File: config.mk
export PLATFORM = sky130hd
export DESIGN_NAME = mem_stage
export DESIGN_NICKNAME = d
export VERILOG_FILES = /design/src/rtl/mem_pkg.sv /design/src/rtl/load_align.sv /design/src/rtl/mem_stage.sv
export SDC_FILE = /design/constraint.sdc
export NUM_CORES = 1
export LEC_CHECK = 0
export BUFFER_PORTS_ARGS = -buffer_cell sky130_fd_sc_hd__buf_2
export CELL_PAD_IN_SITES_DETAIL_PLACEMENT = 0
export CELL_PAD_IN_SITES_GLOBAL_PLACEMENT = 1
export CORE_UTILIZATION = 32
export DETAILED_ROUTE_END_ITERATION = 10
export PLACE_DENSITY = 0.86
export RECOVER_POWER = 100
export SKIP_LAST_GASP = 1
export SYNTH_ARGS = -nofsm -noshare
export SYNTH_HDL_FRONTEND = slang
export SYNTH_HIERARCHICAL = 1
export SYNTH_SLANG_ARGS = --single-unit
File: constraint.sdc
create_clock -name clk -period 1.13 [get_ports clk]
set_input_delay 0.0565 -clock clk [delete_from_list [all_inputs] [get_ports clk]]
set_output_delay 0.0565 -clock clk [all_outputs]
set_load 0.005 [all_outputs]
File: src/rtl/mem_pkg.sv
// Shared definitions for the memory stage: size codes, FSM states and the
// helper that folds a funct3 size code into an access width.
package mem_pkg;

  localparam int unsigned XLEN   = 32;
  localparam int unsigned STRB_W = 4;
  localparam int unsigned SIZE_W = 3;
  localparam int unsigned REG_W  = 5;

  localparam logic [SIZE_W-1:0] MEM_B  = 3'b000;
  localparam logic [SIZE_W-1:0] MEM_H  = 3'b001;
  localparam logic [SIZE_W-1:0] MEM_W  = 3'b010;
  localparam logic [SIZE_W-1:0] MEM_BU = 3'b100;
  localparam logic [SIZE_W-1:0] MEM_HU = 3'b101;

  typedef enum logic {
    IDLE = 1'b0,
    WAIT = 1'b1
  } mem_state_e;

  typedef enum logic [1:0] {
    SZ_BYTE = 2'd0,
    SZ_HALF = 2'd1,
    SZ_WORD = 2'd2
  } size_kind_e;

  // Unlisted size codes are treated as word accesses.
  function automatic size_kind_e size_kind(input logic [SIZE_W-1:0] size);
    case (size)
      MEM_B, MEM_BU: size_kind = SZ_BYTE;
      MEM_H, MEM_HU: size_kind = SZ_HALF;
      default:       size_kind = SZ_WORD;
    endcase
  endfunction

endpackage

File: src/rtl/load_align.sv
// Load data extraction: shifts the read word down to the addressed byte lane
// and sign- or zero-extends according to the size code.
// Ports: rdata (read word), addr (byte offset), size (funct3), result.
module load_align
  import mem_pkg::*;
(
  input  logic [XLEN-1:0]   rdata,
  input  logic [1:0]        addr,
  input  logic [SIZE_W-1:0] size,
  output logic [XLEN-1:0]   result
);

  logic [XLEN-1:0] shifted;

  assign shifted = rdata >> {addr, 3'b000};

  always_comb begin
    result = shifted;
    case (size)
      MEM_B:   result = {{24{shifted[7]}}, shifted[7:0]};
      MEM_BU:  result = {24'h000000, shifted[7:0]};
      MEM_H:   result = {{16{shifted[15]}}, shifted[15:0]};
      MEM_HU:  result = {16'h0000, shifted[15:0]};
      default: result = shifted;
    endcase
  end

endmodule

File: src/rtl/mem_stage.sv
// Pipeline MEM stage: drives the data bus for loads/stores, stalls the
// pipeline while the bus is busy, flags misaligned accesses and registers
// the MEM/WB payload.
// Ports: clk/resetn; EX/MEM inputs (aluResult, aluOperand2, rd, memSize,
// memRead, memWrite, memToReg, regWrite); data bus (dmemReq, dmemWe,
// dmemAddr, dmemWdata, dmemWstrb, dmemReady, dmemRdata); memStall;
// misalignFault; MEM/WB outputs (memDataOut, aluResultOut, rdOut,
// memToRegOut, regWriteOut).
module mem_stage
  import mem_pkg::*;
(
  input  logic              clk,
  input  logic              resetn,
  input  logic [XLEN-1:0]   aluResult,
  input  logic [XLEN-1:0]   aluOperand2,
  input  logic [REG_W-1:0]  rd,
  input  logic [SIZE_W-1:0] memSize,
  input  logic              memRead,
  input  logic              memWrite,
  input  logic              memToReg,
  input  logic              regWrite,
  output logic              dmemReq,
  output logic              dmemWe,
  output logic [XLEN-1:0]   dmemAddr,
  output logic [XLEN-1:0]   dmemWdata,
  output logic [STRB_W-1:0] dmemWstrb,
  input  logic              dmemReady,
  input  logic [XLEN-1:0]   dmemRdata,
  output logic              memStall,
  output logic              misalignFault,
  output logic [XLEN-1:0]   memDataOut,
  output logic [XLEN-1:0]   aluResultOut,
  output logic [REG_W-1:0]  rdOut,
  output logic              memToRegOut,
  output logic              regWriteOut
);

  mem_state_e       state_q;
  size_kind_e       kind;
  logic             access;
  logic             is_store;
  logic             misalign;
  logic [XLEN-1:0]  load_data;

  logic             fault_q;
  logic [XLEN-1:0]  mem_data_q;
  logic [XLEN-1:0]  alu_result_q;
  logic [REG_W-1:0] rd_q;
  logic             mem_to_reg_q;
  logic             reg_write_q;

  // Access decode; a simultaneous read and write counts as a load.
  assign kind     = size_kind(memSize);
  assign access   = memRead | memWrite;
  assign is_store = memWrite & ~memRead;
  assign misalign = access & (((kind == SZ_HALF) & aluResult[0]) |
                              ((kind == SZ_WORD) & (aluResult[1:0] != 2'b00)));

  // The request is gated by resetn so it drops without waiting for a clock.
  assign dmemReq  = resetn & access & ~misalign;
  assign dmemWe   = dmemReq & is_store;
  assign dmemAddr = aluResult;
  assign memStall = dmemReq & ~dmemReady;

  // Store lane steering: strobes and replicated write data.
  always_comb begin
    dmemWstrb = '0;
    dmemWdata = '0;
    if (dmemWe) begin
      case (kind)
        SZ_BYTE: begin
          dmemWstrb = STRB_W'(4'b0001) << aluResult[1:0];
          dmemWdata = {4{aluOperand2[7:0]}};
        end
        SZ_HALF: begin
          dmemWstrb = STRB_W'(4'b0011) << aluResult[1:0];
          dmemWdata = {2{aluOperand2[15:0]}};
        end
        default: begin
          dmemWstrb = 4'b1111;
          dmemWdata = aluOperand2;
        end
      endcase
    end
  end

  load_align u_load_align (
    .rdata  (dmemRdata),
    .addr   (aluResult[1:0]),
    .size   (memSize),
    .result (load_data)
  );

  // Access FSM and MEM/WB register; a stalled edge inserts a bubble.
  always_ff @(posedge clk or negedge resetn) begin
    if (!resetn) begin
      state_q      <= IDLE;
      fault_q      <= 1'b0;
      mem_data_q   <= '0;
      alu_result_q <= '0;
      rd_q         <= '0;
      mem_to_reg_q <= 1'b0;
      reg_write_q  <= 1'b0;
    end else begin
      case (state_q)
        IDLE:    if (memStall) state_q <= WAIT;
        WAIT:    if (!memStall) state_q <= IDLE;
        default: state_q <= IDLE;
      endcase

      if (memStall) begin
        fault_q      <= 1'b0;
        mem_to_reg_q <= 1'b0;
        reg_write_q  <= 1'b0;
      end else begin
        fault_q      <= misalign;
        mem_data_q   <= (memRead & ~misalign) ? load_data : '0;
        alu_result_q <= aluResult;
        rd_q         <= rd;
        mem_to_reg_q <= memToReg;
        reg_write_q  <= regWrite & ~misalign;
      end
    end
  end

  assign misalignFault = fault_q;
  assign memDataOut    = mem_data_q;
  assign aluResultOut  = alu_result_q;
  assign rdOut         = rd_q;
  assign memToRegOut   = mem_to_reg_q;
  assign regWriteOut   = reg_write_q;

endmodule

==> flow_summary_export.csv <==
group,metric,value,unit
outcome,outcome,"complete, but fails checks",
outcome,violations,"negative setup slack",
grt,grt.overflow.total,0,
clocking,clkTransAtPathRegs,0.06,ns
placed_design,placement.io_buffers,253,
floorplanning,die_h,121.0,um
sta,worst_clock_skew,0,ns
floorplanning,ioPinCount,254,
critical_path,crit_path_frequent_cell,"buf_6",
placed_design,hpwl,11.06,mm
clocking,cts_buffer_depth,2,
grt,grt_pass1_vias,4410,
route,detail_route.vias_per_cell,4.921,
final_layout,syn2layout_area_growth,60.89,%
route,ant_nets,0,
placed_design,dp.cells,893,
critical_path,startpoint_type,"primary input",
clocking,clk_root_buffer_cell,"clkbuf_16",
sta,tightestPinTransition,0.8710,ns
critical_path,path_max_fanout,6,
pwr,power,7.408,mW
pwr,p_leak,3.413,nW
critical_path,crit_chain,"buf_6, or2_4, buf_6, a21o_4, clkbuf_16, a21oi_2, buf_2",
placed_design,globalplace.congestion,0.8379,
sta,max_freq,0.7952,GHz
floorplanning,die_w,121.0,um
final_layout,drive_gt1_share,46.64,%
sta,drv_slew,0,
final_layout,nNetsFinal,896,
logic_synthesis,yosys-top-cells-area,"dfrtp_1 40%, mux2_2 9.2%, mux2i_1 8.0%, buf_4 5.8%, a21oi_1 5.4%",
floorplanning,num_rows,43,
logic_synthesis,ys.warnings.count,6,
critical_path,slowest_stage,"or2_4",
clocking,clk_latency,0.32,ns
grt,grt_usage,20.70,%
logic_synthesis,yosysTopAreaCell,"dfrtp_1",
grt,grt_pass1_wl,23.50,mm
route,routedWlPerCell,16.94,um
sta,setup_viol,67,
clocking,h-tree-depth,3,
sta,slew_headroom,41.93,%
sta,rsz0062_at_grt,"true",
placed_design,post_dp_cell_area,0.006071,mm^2
critical_path,slowest_delay,0.26,ns
route,drtIter0Drc,268,
floorplanning,dieArea,0.01464,mm^2
clocking,cts.sinks,72,
sta,post-route-period-util,111.3,%
route,dr.pass1.iters,4,
logic_synthesis,netlist_area,0.004531,mm^2
clocking,tritoncts,"done",
route,route.detailed.drc,0,
final_layout,fin_cells,969,
critical_path,worstSetupPathType,"in -> out",
worst_hold_path,hp-class,"in -> async",
grt,grt_max_degree,64,
final_layout,n_antenna_cell,0,
logic_synthesis,postSynthAreaPerCell,9.458,um^2
logic_synthesis,synth_seq_cells,72,
logic_synthesis,synth_cell_type_count,37,
critical_path,crit_required,1.07,ns
route,drt_wl_total,16.41,mm
flow_run,cap_violations,0,
logic_synthesis,synth_top_area_share,39.77,%
critical_path,endpoint_kind,"output port",
sta,setup_tns,-4.123,ns
logic_synthesis,syn_inst,479,
route,vias,4768,
grt,antenna_found_initial,0,
critical_path,crit_arrival,1.20,ns
sta,timing.final.hold_violations,0,
pwr,power_density,1016,mW/mm^2
pwr,vdd.ir_drop.worst,0.6679,mV
critical_path,cp_top_family,"buffers and inverters",
critical_path,path_buf_inv,4,
floorplanning,core_area,0.01383,mm^2
floorplanning,initial_core_util,32.77,%
final_layout,fillers,1274,
final_layout,design_area,0.007289,mm^2
clocking,cts_made_buffers,9,
logic_synthesis,syn-num-nets,590,
logic_synthesis,ys_seq_area_share,39.77,%
sta,min_period,1.257,ns
sta,setup_ws,-0.1275,ns
-- cell families (layout without fill, tap and decap cells) --
logic type                Yosys count  after routing  synth area share [%]
xor gates and xnor gates            3              3                0.5801
DFF                                72             72                 39.77
buffers and inverters              76            386                 10.25
AOI/OAI and AO/OA                 114            114                 16.79
muxes                              79             79                 18.64
and+or+nand+nor                   135            135                 13.97
-- flip-flops by register name (all words and copies together), names as in the netlist --
name,cells
aluResultOut,32
memDataOut,32
memToRegOut,1
misalignFault,1
rdOut,5
regWriteOut,1
-- layer usage --
metal  global-route usage [%]  wire length [um]  vias to the layer above
met5                        0                 0                        -
met4                    4.552               160                        0
met3                    4.417              1042                       10
met2                    35.25              8162                      203
met1                    26.76              7048                     2260
li1                         -                 -                     2295
-- cell usage in the layout (no fill, tap or decap), types with 29 or more instances in the layout --
master and instances:
buf_2 174, dfrtp_1 72, clkbuf_1 70, buf_4 50, a21oi_1 42, dlygate4sd3_1 38, nand3_1 34, o211ai_1 32
nor2_1 30, nand2_1 30, mux2i_1 29
-- cell type report --
class                           count  area, um^2  area share [%]
Timing Repair Buffer              367        2415           33.13
Tap cell                          180       225.2           3.090
Timing Repair inverter              1       3.754         0.05149
Inverter                            3       16.27          0.2231
Clock inverter                      3       17.52          0.2403
Sequential cell                    72        1802           24.72
Clock buffer                       12       256.5           3.519
Multi-Input combinational cell    331        2554           35.03
-- final timing paths --
path	slack [ns]	cells after the start	end	start
worst max-delay path	-0.13	7	dmemWdata[11]	aluResult[1]
worst min-delay path	0.03	2	memDataOut[31]$_DFFE_PN0N_	resetn
worst max register to register	0.33	1	aluResultOut[10]$_DFFE_PN0N_	aluResultOut[10]$_DFFE_PN0N_
worst min register to register	0.49	1	aluResultOut[21]$_DFFE_PN0N_	aluResultOut[21]$_DFFE_PN0N_
max in group asynchronous	0.36	4	memDataOut[7]$_DFFE_PN0N_	resetn
min in group clk	0.10	3	misalignFault$_DFF_PN0_	memRead
-- power breakdown --
group / internal (mW) / switching [mW]
Sequential: 2.74 / 0.0928
Clock: 1.58 / 1.01
Combinational: 1.00 / 0.977
Total: 5.33 / 2.08
-- timing repair --
action | in CTS | in global routing
buffers inserted | 3 | 11
hold buffers | 38 | 0
setup endpoints to repair | 101 | 76
gates resized for setup | 19 | 82
pin swaps | 8 | 30
gates cloned | 1 | 9
hold endpoints to repair | 46 | 0
-- per-stage QoR --
stage               setup WS (ns)  util, %  hold WS, ns
finish                    -0.1275    52.72      0.03417
global route              -0.1676    52.72       0.1106
CTS                       -0.1085    49.35      0.01632
detailed placement        -0.4708    43.91      0.04857
global placement          -0.4285    43.91      0.04866
floorplan                 -0.2574        -      -0.2391
-- synth_stat cells --
| cell | n |
|---|---|
| a211oi_1 | 15 |
| a211oi_4 | 1 |
| a21boi_2 | 1 |
| a21o_1 | 2 |
| a21oi_1 | 49 |
| a22o_1 | 2 |
| a311oi_2 | 1 |
| and2_1 | 8 |
| buf_2 | 8 |
| buf_4 | 35 |
| buf_6 | 5 |
| clkbuf_1 | 25 |
| clkinv_1 | 1 |
| dfrtp_1 | 72 |
| inv_1 | 2 |
| mux2_1 | 6 |
| mux2_2 | 37 |
| mux2i_1 | 36 |
| nand2_1 | 33 |
| nand2b_2 | 1 |
| nand2b_4 | 1 |
| nand3_1 | 34 |
| nand3b_1 | 3 |
| nor2_1 | 40 |
| nor2b_1 | 9 |
| nor3_1 | 3 |
| nor3b_1 | 1 |
| o211ai_1 | 32 |
| o211ai_2 | 1 |
| o21a_1 | 1 |
| o21ai_0 | 6 |
| o21ai_2 | 2 |
| o21ai_4 | 1 |
| or2_2 | 1 |
| or2_4 | 1 |
| xnor2_1 | 2 |
| xor2_1 | 1 |
No activity file was read; power rests on OpenSTA's default activity.
